[src/rtl/au_ctrl_pkg.sv]
`default_nettype none
// +----------------------------------------------------------------------+
// | au_ctrl_pkg                                                          |
// | Opcodes, controller states and flag bit positions for au_share_ctrl. |
// | Rev 1.0 - initial release                                            |
// +----------------------------------------------------------------------+
package au_ctrl_pkg;

    typedef enum logic [2:0] {
        OP_ADD  = 3'b000,
        OP_SUB  = 3'b001,
        OP_MUL  = 3'b010,
        OP_DIV  = 3'b011,
        OP_RSV4 = 3'b100,
        OP_MOD  = 3'b101,
        OP_RSV6 = 3'b110,
        OP_RSV7 = 3'b111
    } au_op_e;

    typedef enum logic [1:0] {
        ST_IDLE = 2'd0,
        ST_EXEC = 2'd1,
        ST_RESP = 2'd2
    } au_state_e;

    localparam int c_FLAG_N = 3;
    localparam int c_FLAG_Z = 2;
    localparam int c_FLAG_C = 1;
    localparam int c_FLAG_V = 0;

    function automatic logic op_is_legal(input logic [2:0] op);
        return op inside {OP_ADD, OP_SUB, OP_MUL, OP_DIV, OP_MOD};
    endfunction

endpackage
`default_nettype wire

[src/rtl/au_share_ctrl_if.sv]
`default_nettype none
// +----------------------------------------------------------------------+
// | au_share_ctrl_if                                                     |
// | Two-requester operand bus plus response channel of au_share_ctrl.    |
// | Rev 1.0 - initial release                                            |
// +----------------------------------------------------------------------+
interface au_share_ctrl_if #(
    parameter int NBIT = 8
);
    logic [1:0]            req_valid;
    logic [1:0]            req_ready;
    logic [1:0][NBIT-1:0]  req_a;
    logic [1:0][NBIT-1:0]  req_b;
    logic [1:0][2:0]       req_op;
    logic                  rsp_valid;
    logic                  rsp_ready;
    logic                  rsp_id;
    logic [NBIT-1:0]       rsp_result;
    logic [3:0]            rsp_flags;
    logic                  rsp_err;
    logic                  busy;

    modport master (
        output req_valid, req_a, req_b, req_op, rsp_ready,
        input  req_ready, rsp_valid, rsp_id, rsp_result, rsp_flags, rsp_err, busy
    );

    modport slave (
        input  req_valid, req_a, req_b, req_op, rsp_ready,
        output req_ready, rsp_valid, rsp_id, rsp_result, rsp_flags, rsp_err, busy
    );
endinterface
`default_nettype wire

[src/rtl/ArithmeticUnit.sv]
`default_nettype none
// +----------------------------------------------------------------------+
// | ArithmeticUnit                                                       |
// | Combinational add/sub/mul/div/mod with N, C, V (Z is left to users). |
// | Rev 1.0 - initial release                                            |
// +----------------------------------------------------------------------+
module ArithmeticUnit
    import au_ctrl_pkg::*;
#(
    parameter int NBIT = 8
) (
    input  wire logic [NBIT-1:0] i_a,
    input  wire logic [NBIT-1:0] i_b,
    input  wire logic [2:0]      i_op,
    output logic      [NBIT-1:0] o_result,
    output logic                 o_n,
    output logic                 o_c,
    output logic                 o_v
);
    logic [NBIT:0]     w_sum;
    logic [NBIT:0]     w_diff;
    logic [2*NBIT-1:0] w_prod;

    assign w_sum  = {1'b0, i_a} + {1'b0, i_b};
    assign w_diff = {1'b0, i_a} - {1'b0, i_b};
    assign w_prod = {{NBIT{1'b0}}, i_a} * {{NBIT{1'b0}}, i_b};

    // C is carry for add, borrow for sub, and high-half-nonzero for mul
    always_comb begin
        o_result = '0;
        o_c      = 1'b0;
        o_v      = 1'b0;
        case (au_op_e'(i_op))
            OP_ADD: begin
                o_result = w_sum[NBIT-1:0];
                o_c      = w_sum[NBIT];
                o_v      = (i_a[NBIT-1] == i_b[NBIT-1]) && (w_sum[NBIT-1] != i_a[NBIT-1]);
            end
            OP_SUB: begin
                o_result = w_diff[NBIT-1:0];
                o_c      = w_diff[NBIT];
                o_v      = (i_a[NBIT-1] != i_b[NBIT-1]) && (w_diff[NBIT-1] != i_a[NBIT-1]);
            end
            OP_MUL: begin
                o_result = w_prod[NBIT-1:0];
                o_c      = |w_prod[2*NBIT-1:NBIT];
                o_v      = |w_prod[2*NBIT-1:NBIT];
            end
            OP_DIV:  o_result = (i_b == '0) ? '1  : (i_a / i_b);
            OP_MOD:  o_result = (i_b == '0) ? i_a : (i_a % i_b);
            default: o_result = '0;
        endcase
    end

    assign o_n = o_result[NBIT-1];

endmodule
`default_nettype wire

[src/rtl/au_rr_arbiter.sv]
`default_nettype none
// +----------------------------------------------------------------------+
// | au_rr_arbiter                                                        |
// | Two-way round-robin grant with a single priority pointer bit.        |
// | Rev 1.0 - initial release                                            |
// +----------------------------------------------------------------------+
module au_rr_arbiter (
    input  wire logic       clk,
    input  wire logic       rst,
    input  wire logic [1:0] i_req,
    input  wire logic       i_advance,
    output logic      [1:0] o_grant
);
    logic r_ptr;

    always_comb begin
        o_grant = 2'b00;
        case (i_req)
            2'b01:   o_grant = 2'b01;
            2'b10:   o_grant = 2'b10;
            2'b11:   o_grant = r_ptr ? 2'b10 : 2'b01;
            default: o_grant = 2'b00;
        endcase
    end

    // Priority passes to whichever requester was not just served
    always_ff @(posedge clk) begin
        if (rst)
            r_ptr <= 1'b0;
        else if (i_advance)
            r_ptr <= o_grant[0];
    end

endmodule
`default_nettype wire

[src/rtl/au_share_ctrl.sv]
`default_nettype none
// +----------------------------------------------------------------------+
// | au_share_ctrl                                                        |
// | Shares one ArithmeticUnit between two requesters (IDLE/EXEC/RESP).   |
// | Option: AU_DIV_ZERO_TRAP_EN rejects div/mod by zero with rsp_err.    |
// | Rev 1.0 - initial release                                            |
// +----------------------------------------------------------------------+
module au_share_ctrl
    import au_ctrl_pkg::*;
#(
    parameter int NBIT = 8
) (
    input wire logic     clk,
    input wire logic     rst,
    au_share_ctrl_if.slave bus
);
    au_state_e       r_state;
    au_state_e       w_next;
    logic [1:0]      w_grant;
    logic [1:0]      w_ready;
    logic            w_accept;
    logic            w_rsp_valid;
    logic            w_busy;
    logic            w_trap;
    logic            w_reject;

    logic [NBIT-1:0] r_a;
    logic [NBIT-1:0] r_b;
    logic [2:0]      r_op;
    logic            r_id;
    logic [NBIT-1:0] r_result;
    logic [3:0]      r_flags;
    logic            r_err;

    logic [NBIT-1:0] w_au_result;
    logic            w_au_n;
    logic            w_au_c;
    logic            w_au_v;

    au_rr_arbiter u_arb (
        .clk       (clk),
        .rst       (rst),
        .i_req     (bus.req_valid),
        .i_advance (w_accept),
        .o_grant   (w_grant)
    );

    ArithmeticUnit #(.NBIT(NBIT)) u_au (
        .i_a      (r_a),
        .i_b      (r_b),
        .i_op     (r_op),
        .o_result (w_au_result),
        .o_n      (w_au_n),
        .o_c      (w_au_c),
        .o_v      (w_au_v)
    );

    assign w_accept = |(bus.req_valid & w_ready);

`ifdef AU_DIV_ZERO_TRAP_EN
    assign w_trap = ((r_op == OP_DIV) || (r_op == OP_MOD)) && (r_b == '0);
`else
    assign w_trap = 1'b0;
`endif
    assign w_reject = !op_is_legal(r_op) || w_trap;

    always_ff @(posedge clk) begin
        if (rst)
            r_state <= ST_IDLE;
        else
            r_state <= w_next;
    end

    always_comb begin
        w_next = r_state;
        case (r_state)
            ST_IDLE: if (w_accept) w_next = ST_EXEC;
            ST_EXEC: w_next = ST_RESP;
            ST_RESP: if (bus.rsp_ready) w_next = ST_IDLE;
            default: w_next = ST_IDLE;
        endcase
    end

    // Grant is withheld while reset is asserted so nothing is accepted then
    always_comb begin
        w_ready     = 2'b00;
        w_rsp_valid = 1'b0;
        w_busy      = 1'b1;
        case (r_state)
            ST_IDLE: begin
                w_ready = rst ? 2'b00 : w_grant;
                w_busy  = 1'b0;
            end
            ST_RESP: w_rsp_valid = 1'b1;
            default: w_busy = 1'b1;
        endcase
    end

    always_ff @(posedge clk) begin
        if (rst) begin
            r_a      <= '0;
            r_b      <= '0;
            r_op     <= '0;
            r_id     <= 1'b0;
            r_result <= '0;
            r_flags  <= '0;
            r_err    <= 1'b0;
        end else begin
            if (w_accept) begin
                r_a  <= bus.req_a[w_grant[1]];
                r_b  <= bus.req_b[w_grant[1]];
                r_op <= bus.req_op[w_grant[1]];
                r_id <= w_grant[1];
            end
            if (r_state == ST_EXEC) begin
                if (w_reject) begin
                    r_result <= '0;
                    r_flags  <= '0;
                    r_err    <= 1'b1;
                end else begin
                    r_result          <= w_au_result;
                    r_flags[c_FLAG_N] <= w_au_n;
                    r_flags[c_FLAG_Z] <= (w_au_result == '0);
                    r_flags[c_FLAG_C] <= w_au_c;
                    r_flags[c_FLAG_V] <= w_au_v;
                    r_err             <= 1'b0;
                end
            end
        end
    end

    assign bus.req_ready  = w_ready;
    assign bus.rsp_valid  = w_rsp_valid;
    assign bus.busy       = w_busy;
    assign bus.rsp_id     = r_id;
    assign bus.rsp_result = r_result;
    assign bus.rsp_flags  = r_flags;
    assign bus.rsp_err    = r_err;

endmodule
`default_nettype wire

[src/flat_wrapper.sv]
// flat-port wrapper written by rule: the top's interface ports become plain ports
module au_share_ctrl_flat import au_ctrl_pkg::*;
#(
    parameter int NBIT = 8
)
  (clk, rst, bus_req_valid, bus_req_a, bus_req_b, bus_req_op, bus_rsp_ready, bus_req_ready, bus_rsp_valid, bus_rsp_id, bus_rsp_result, bus_rsp_flags, bus_rsp_err, bus_busy);
  au_share_ctrl_if #(.NBIT(NBIT)) bus_i ();
  input wire logic clk;
  input wire logic rst;
  input wire logic [$bits(bus_i.req_valid)-1:0] bus_req_valid;
  input wire logic [$bits(bus_i.req_a)-1:0] bus_req_a;
  input wire logic [$bits(bus_i.req_b)-1:0] bus_req_b;
  input wire logic [$bits(bus_i.req_op)-1:0] bus_req_op;
  input wire logic [$bits(bus_i.rsp_ready)-1:0] bus_rsp_ready;
  output wire logic [$bits(bus_i.req_ready)-1:0] bus_req_ready;
  output wire logic [$bits(bus_i.rsp_valid)-1:0] bus_rsp_valid;
  output wire logic [$bits(bus_i.rsp_id)-1:0] bus_rsp_id;
  output wire logic [$bits(bus_i.rsp_result)-1:0] bus_rsp_result;
  output wire logic [$bits(bus_i.rsp_flags)-1:0] bus_rsp_flags;
  output wire logic [$bits(bus_i.rsp_err)-1:0] bus_rsp_err;
  output wire logic [$bits(bus_i.busy)-1:0] bus_busy;
  assign bus_i.req_valid = bus_req_valid;
  assign bus_i.req_a = bus_req_a;
  assign bus_i.req_b = bus_req_b;
  assign bus_i.req_op = bus_req_op;
  assign bus_i.rsp_ready = bus_rsp_ready;
  assign bus_req_ready = bus_i.req_ready;
  assign bus_rsp_valid = bus_i.rsp_valid;
  assign bus_rsp_id = bus_i.rsp_id;
  assign bus_rsp_result = bus_i.rsp_result;
  assign bus_rsp_flags = bus_i.rsp_flags;
  assign bus_rsp_err = bus_i.rsp_err;
  assign bus_busy = bus_i.busy;
  au_share_ctrl #(.NBIT(NBIT)) u_core (.clk(clk), .rst(rst), .bus(bus_i));
endmodule
[config.mk]
export PLATFORM = sky130hd
export DESIGN_NAME = au_share_ctrl_flat
export DESIGN_NICKNAME = d
export VERILOG_FILES = /design/src/rtl/au_ctrl_pkg.sv /design/src/rtl/au_share_ctrl_if.sv /design/src/rtl/ArithmeticUnit.sv /design/src/rtl/au_rr_arbiter.sv /design/src/rtl/au_share_ctrl.sv /design/src/flat_wrapper.sv
export SDC_FILE = /design/constraint.sdc
export NUM_CORES = 1
export LEC_CHECK = 0
export ABC_AREA = 1
export CAP_MARGIN = 25
export CORE_MARGIN = 1.5
export CORE_UTILIZATION = 40
export CTS_BUF_LIST = sky130_fd_sc_hd__clkbuf_16
export DETAILED_ROUTE_END_ITERATION = 12
export PLACE_DENSITY = 0.58
export SLEW_MARGIN = 20
export SYNTH_ARGS = -nofsm -noshare
export SYNTH_HDL_FRONTEND = slang
export SYNTH_SLANG_ARGS = --single-unit
[constraint.sdc]
create_clock -name clk -period 9.9 [get_ports clk]
set_input_delay 0.99 -clock clk [delete_from_list [all_inputs] [get_ports clk]]
set_output_delay 0.99 -clock clk [all_outputs]
set_load 0.02 [all_outputs]
Yosys cells after proc, flatten, opt, wreduce, memory -nomap -nowiden
Cells that the tools add are included.
- multiply operators: 1
- $lt $le $gt $ge: 1
- reductions and logical operators: 10
- muxes and demuxes: 23
- div/mod/pow operators: 2
- add/subtract/negate cells: 2
- equal/unequal tests: 15
- bitwise operators: 1
- operator list (cell ; number):
    8-bit two-way mux ; 7
    8-bit case mux with 5 select lines ; 1
    8-bit zero test ; 2
    8-bit by 8-bit multiplier with 16-bit output ; 1
    2-bit case mux with 3 select lines ; 2
    2-bit two-way mux ; 5
    8-bit by 8-bit adder with 9-bit output ; 1
    8-bit by 8-bit subtractor with 9-bit output ; 1
    8-bit by 8-bit divider with 8-bit output ; 1
    8-bit by 8-bit remainder unit with 8-bit output ; 1
    8-bit OR reduction ; 1
    2-bit equality test, second input constant ; 3
    3-bit by 2-bit equality test with 1-bit output, second input constant ; 2
    3-bit two-way mux ; 2
    1-bit case mux with 3 select lines ; 2
    5-bit nonzero test ; 1
    2-bit by 1-bit equality test with 1-bit output, second input constant ; 2
    4-bit two-way mux ; 1
    2-bit inequality test, second input constant ; 2
    3-bit by 1-bit equality test with 1-bit output, second input constant ; 1
    3-bit equality test, second input constant ; 1
    3-bit zero test ; 1
    1-bit two-way mux ; 3
    1-bit inequality test ; 3
    other kinds (7) ; 8
- logic and storage cells: 64
- register bits: 36

Logic depth before layout (Yosys ltp)
- depth after elaboration: 8
- gate-level depth with buffers: 75
- gate-level depth less buffers: 75

Modules after synthesis
Synthesis repeated with hierarchy kept, for this count alone.
- cells, all modules: 1091
- area, all modules: 6949.2 µm²
- by module, submodules not included (module ; cells each ; seq. area each (µm²) ; instances ; area each (µm²)):
    ArithmeticUnit ; 803 ; 0.0 ; 1 ; 5132.4
    au_share_ctrl ; 277 ; 700.7 ; 1 ; 1755.4
    au_rr_arbiter ; 11 ; 20.0 ; 1 ; 61.3

Worst setup path after synthesis
No wires, ideal clock.
- path type: register to register
- start: reg u_core.r_b[0]
- end: reg u_core.r_flags[2], in the netlist u_core.bus.rsp_flags[2]
- cell stages (with the launch flop): 69
- required time: 9.833 ns
- setup time: 0.067 ns
- clock period less this slack: 9.006 ns
- arrival: 8.938 ns
- path slack: 0.894 ns
- path through: dfxtp_1 inv_1 ha_1 o21ai_0 inv_1 nand3_1 nand2_1 ha_1 o21ai_0 nand2_1 nand2_2 nand2_1 nand2_1 ha_1 nand2_1 nand3_1 nand2_1 nand2_1 [... 33 more ...] nand3_4 inv_4 or2_1 nand2_1 ha_1 a21oi_1 nand2_1 nand2_1 nand3_1 nor2_2 nor2_1 nor2_1 o21ai_2 nor2_2 nand3_1 nor3_2 nand3_1 a21oi_2
- cells in the longest elaborated chain, start to end: 5
- elaborated cells on any way between the ends: 11
- RTL lines (what ; line ; text):
    start: declaration ; au_share_ctrl.sv:28 ; logic [NBIT-1:0] r_b;
    start signal: assignment ; au_share_ctrl.sv:111 ; r_b <= bus.req_b[w_grant[1]];
    8-bit by 8-bit remainder unit with 8-bit output (tied with other cells) ; ArithmeticUnit.sv:50 ; OP_MOD: o_result = (i_b == '0) ? i_a : (i_a % i_b);
    8-bit two-way mux (on tied branches) ; ArithmeticUnit.sv:50, ArithmeticUnit.sv:49 ;
    8-bit case mux with 5 select lines * ; ArithmeticUnit.sv:33 ; case (au_op_e'(i_op))
    8-bit zero test * ; au_share_ctrl.sv:123 ; r_flags[c_FLAG_Z] <= (w_au_result == '0);
    4-bit two-way mux * ; au_share_ctrl.sv:116 ; if (w_reject) begin
    end signal: indexed assignment ; au_share_ctrl.sv:123 ;
    end signal: indexed assignment ; au_share_ctrl.sv:124 ; r_flags[c_FLAG_C] <= w_au_c;
    end signal: indexed assignment ; au_share_ctrl.sv:125 ; r_flags[c_FLAG_V] <= w_au_v;
    end: declaration ; au_share_ctrl.sv:32 ; logic [3:0] r_flags;
Every way passes the cells marked *; elsewhere a longest branch is shown, timed or not.
A chain may end at the register's enable or synchronous reset.

Final worst setup path
Ends and elaborated chain as after synthesis.

==> summary.txt <==
Die Span X -> 132 um
Mapped Nets -> 1200
Die ar. -> 0.0174 mm2
Hold Path Stages -> 2
#FFs+latches synth -> 35
WP data required -> 10110 ps
number of global-route vias before repair -> 6228
antenna diode count -> 0
Relative slew margins -> 39.5%
cell area after synthesis -> 0.00666 mm2
Final Hold Vio Count -> 0
post-layout minimum cycle time -> 9160 ps
top area cells in the synthesized netlist -> ha_1 (17%), nand2_1 (15%), fa_1 (12%), inv_1 (11%), dfxtp_1 (11%)
Global Route Usage Sum -> 21.8%
H-tree Lvls -> 2
commonest non-fill, non-tap cells in the layout -> nand2_1 (253), inv_1 (186), ha_1 (81)
most common library cell in the layout ignoring fill and taps -> nand2_1
row cnt -> 47
share of layout cells above drive strength 1 -> 10.7%
CP max-delay cell -> dfxtp_1
worst skew pair latency -> 280 ps
FFs w/ async S/R, synth -> 0%
max frequency -> 109 MHz
Detailed Place HPWL -> 14900 um
Placer Congestion -> 0.898
final non-filler cell total -> 1306
leading area contributor after synthesis -> ha_1
gr ovfl total -> 0
Cell Count Post-Placement -> 1288
DR iter-0 viols -> 354
area post-placement -> 0.00750 mm2
critical path fanouts, max -> 7
HP Class -> reg2reg
Port-buffer cells -> 60
clk sinks -> 35
Final nets -> 1260
final setup fails -> 0
First-pass DRT Iterations -> 6
final wirelength -> 19100 um
Synth top area share -> 17.5%
yosys warns -> 0
vias -> 6507
first-pass GRT wire length -> 30900 um
Starting Density -> 40.6%
Setup WS pre-CTS -> 250 ps
vias per std cell -> 4.98
Top Ports -> 61
cell mode on critical path -> nand2_1
Final Instance Area -> 0.00796 mm2
DRT antenna net count -> 0
Final Slew Violations -> 0
remaining routing DRC violations -> 0
sequential fraction of the synthesis area -> 10.5%
part of the cycle the worst path needs -> 92.5%
Die H -> 132 um
crit start category -> flop
gate count of the mapped netlist -> 1025
Worst Reg-to-Reg Cells -> 67
Worst-Margin Slew -> 907 ps
Synth Flop Type -> dfxtp_1
area delta synth->final -> 19.4%
Worst-path clk slew -> 60 ps
average cell area after synthesis -> 6.50 um2
WP data arrival -> 9370 ps
clk root buf -> clkbuf_16
pin count of the biggest net entering global routing -> 40
critical path class -> reg2reg
initial antenna violation count -> 0
status -> finished, final reports clean
Worst setup EP type -> flop
core footprint -> 0.0164 mm2
clk buf depth -> 2
crit-path max cell delay -> 330 ps
post-route setup slack -> 742 ps
total of max-cap violations -> 0
final setup skew -> 6.76 ps
Yosys cell types -> 50
drt wl/cell -> 14.6 um
CTS tree -> done
CTS Buf Count -> 5
number of synthesized flops with an enable pin -> 0
[cell type report]
class,count,area [um2]
well taps,220,275
clock buffers,5,125
flip-flops and latches,35,701
repair buffers,85,788
inverters,203,772
fillers,1671,8450
clock inverters,3,23.8
multi-input cells,755,5270
[per-layer routing]
layer	vias to the layer above	share of wire (%)	GRT usage, %
met5	-	0	0
met4	0	1.8	5.12
met3	25	4.3	1.96
met2	164	44	35.8
met1	2927	49	30.8
li1	3391	-	-
[cells in the mapped netlist, types with 4 or more instances]
| library cell | n |
|---|---|
| ha_1 | 93 |
| dfxtp_1 | 35 |
| and2_1 | 4 |
| inv_2 | 11 |
| nor3_1 | 7 |
| a31oi_1 | 22 |
| xor2_1 | 18 |
| xnor2_1 | 7 |
| nand2_1 | 260 |
| nand3_1 | 60 |
| o211ai_1 | 8 |
| clkbuf_1 | 25 |
| a21oi_1 | 61 |
| nand4_1 | 7 |
| nor2_1 | 51 |
| o21ai_1 | 13 |
| fa_1 | 39 |
| inv_1 | 187 |
| or2_2 | 7 |
| nand3_2 | 4 |
| nor2_4 | 5 |
| o21ai_0 | 51 |
[worst paths after layout]
| kind | slack (ps) | endpoint | start |
|---|---|---|---|
| max | 740 | u_core.bus.rsp_flags[2]$_SDFFE_PP0N_ | u_core.r_b[0]$_SDFFE_PP0P_ |
| min reg2reg | 470 | u_core.bus.rsp_flags[1]$_SDFFE_PP0N_ | u_core.bus.rsp_flags[1]$_SDFFE_PP0N_ |
| min | 470 | u_core.bus.rsp_flags[1]$_SDFFE_PP0N_ | u_core.bus.rsp_flags[1]$_SDFFE_PP0N_ |
| max reg2reg | 740 | u_core.bus.rsp_flags[2]$_SDFFE_PP0N_ | u_core.r_b[0]$_SDFFE_PP0P_ |
[stage by stage]
step / hold WS, ps / setup TNS (ps) / util (%)
after global placement: 458 / 0 / 45.7
after floorplan: 454 / 0 / -
after CTS: 472 / 0 / 46.6
after detailed placement: 460 / 0 / 45.7
final: 469 / 0 / 48.5
after global routing: 493 / -48.9 / 48.5
[repair_timing]
action / 4_1_cts / 5_1_grt
hold buffers: 0 / 0
setup buffers: 0 / 8
resized for setup: 0 / 42
endpoints found under the setup margin: 0 / 9
[cells by family after synthesis]
logic type,Yosys count,synth area share (%)
AND/OR/NAND/NOR,425,28.6
AO/OA/AOI/OAI,172,14.5
XOR/XNOR,25,3.29
adder cells (fa/ha/maj),132,29.2
flip-flops,35,10.5
buffers and inverters,236,13.9
[registers in the layout, summed over array words and instances, names as in the netlist]
name                   flops
u_core.r_a                 8
u_core.r_b                 8
u_core.bus.rsp_result      7
u_core.bus.rsp_flags       4
u_core.r_op                3
u_core.r_state             2
u_core.bus.rsp_err         1
u_core.bus.rsp_id          1
u_core.u_arb.r_ptr         1
[critical path: cells and delay by family (launching register included)]
family                   cells  cell delay (ps)
flip-flops                   1              330
AO/OA/AOI/OAI                7              990
buffers and inverters        7              510
AND/OR/NAND/NOR             45             4840
adder cells (fa/ha/maj)      8             2360
Power is left out: the tool's default activity adds up to more than one toggle a clock period on the data nets, which glitch-free logic cannot reach.
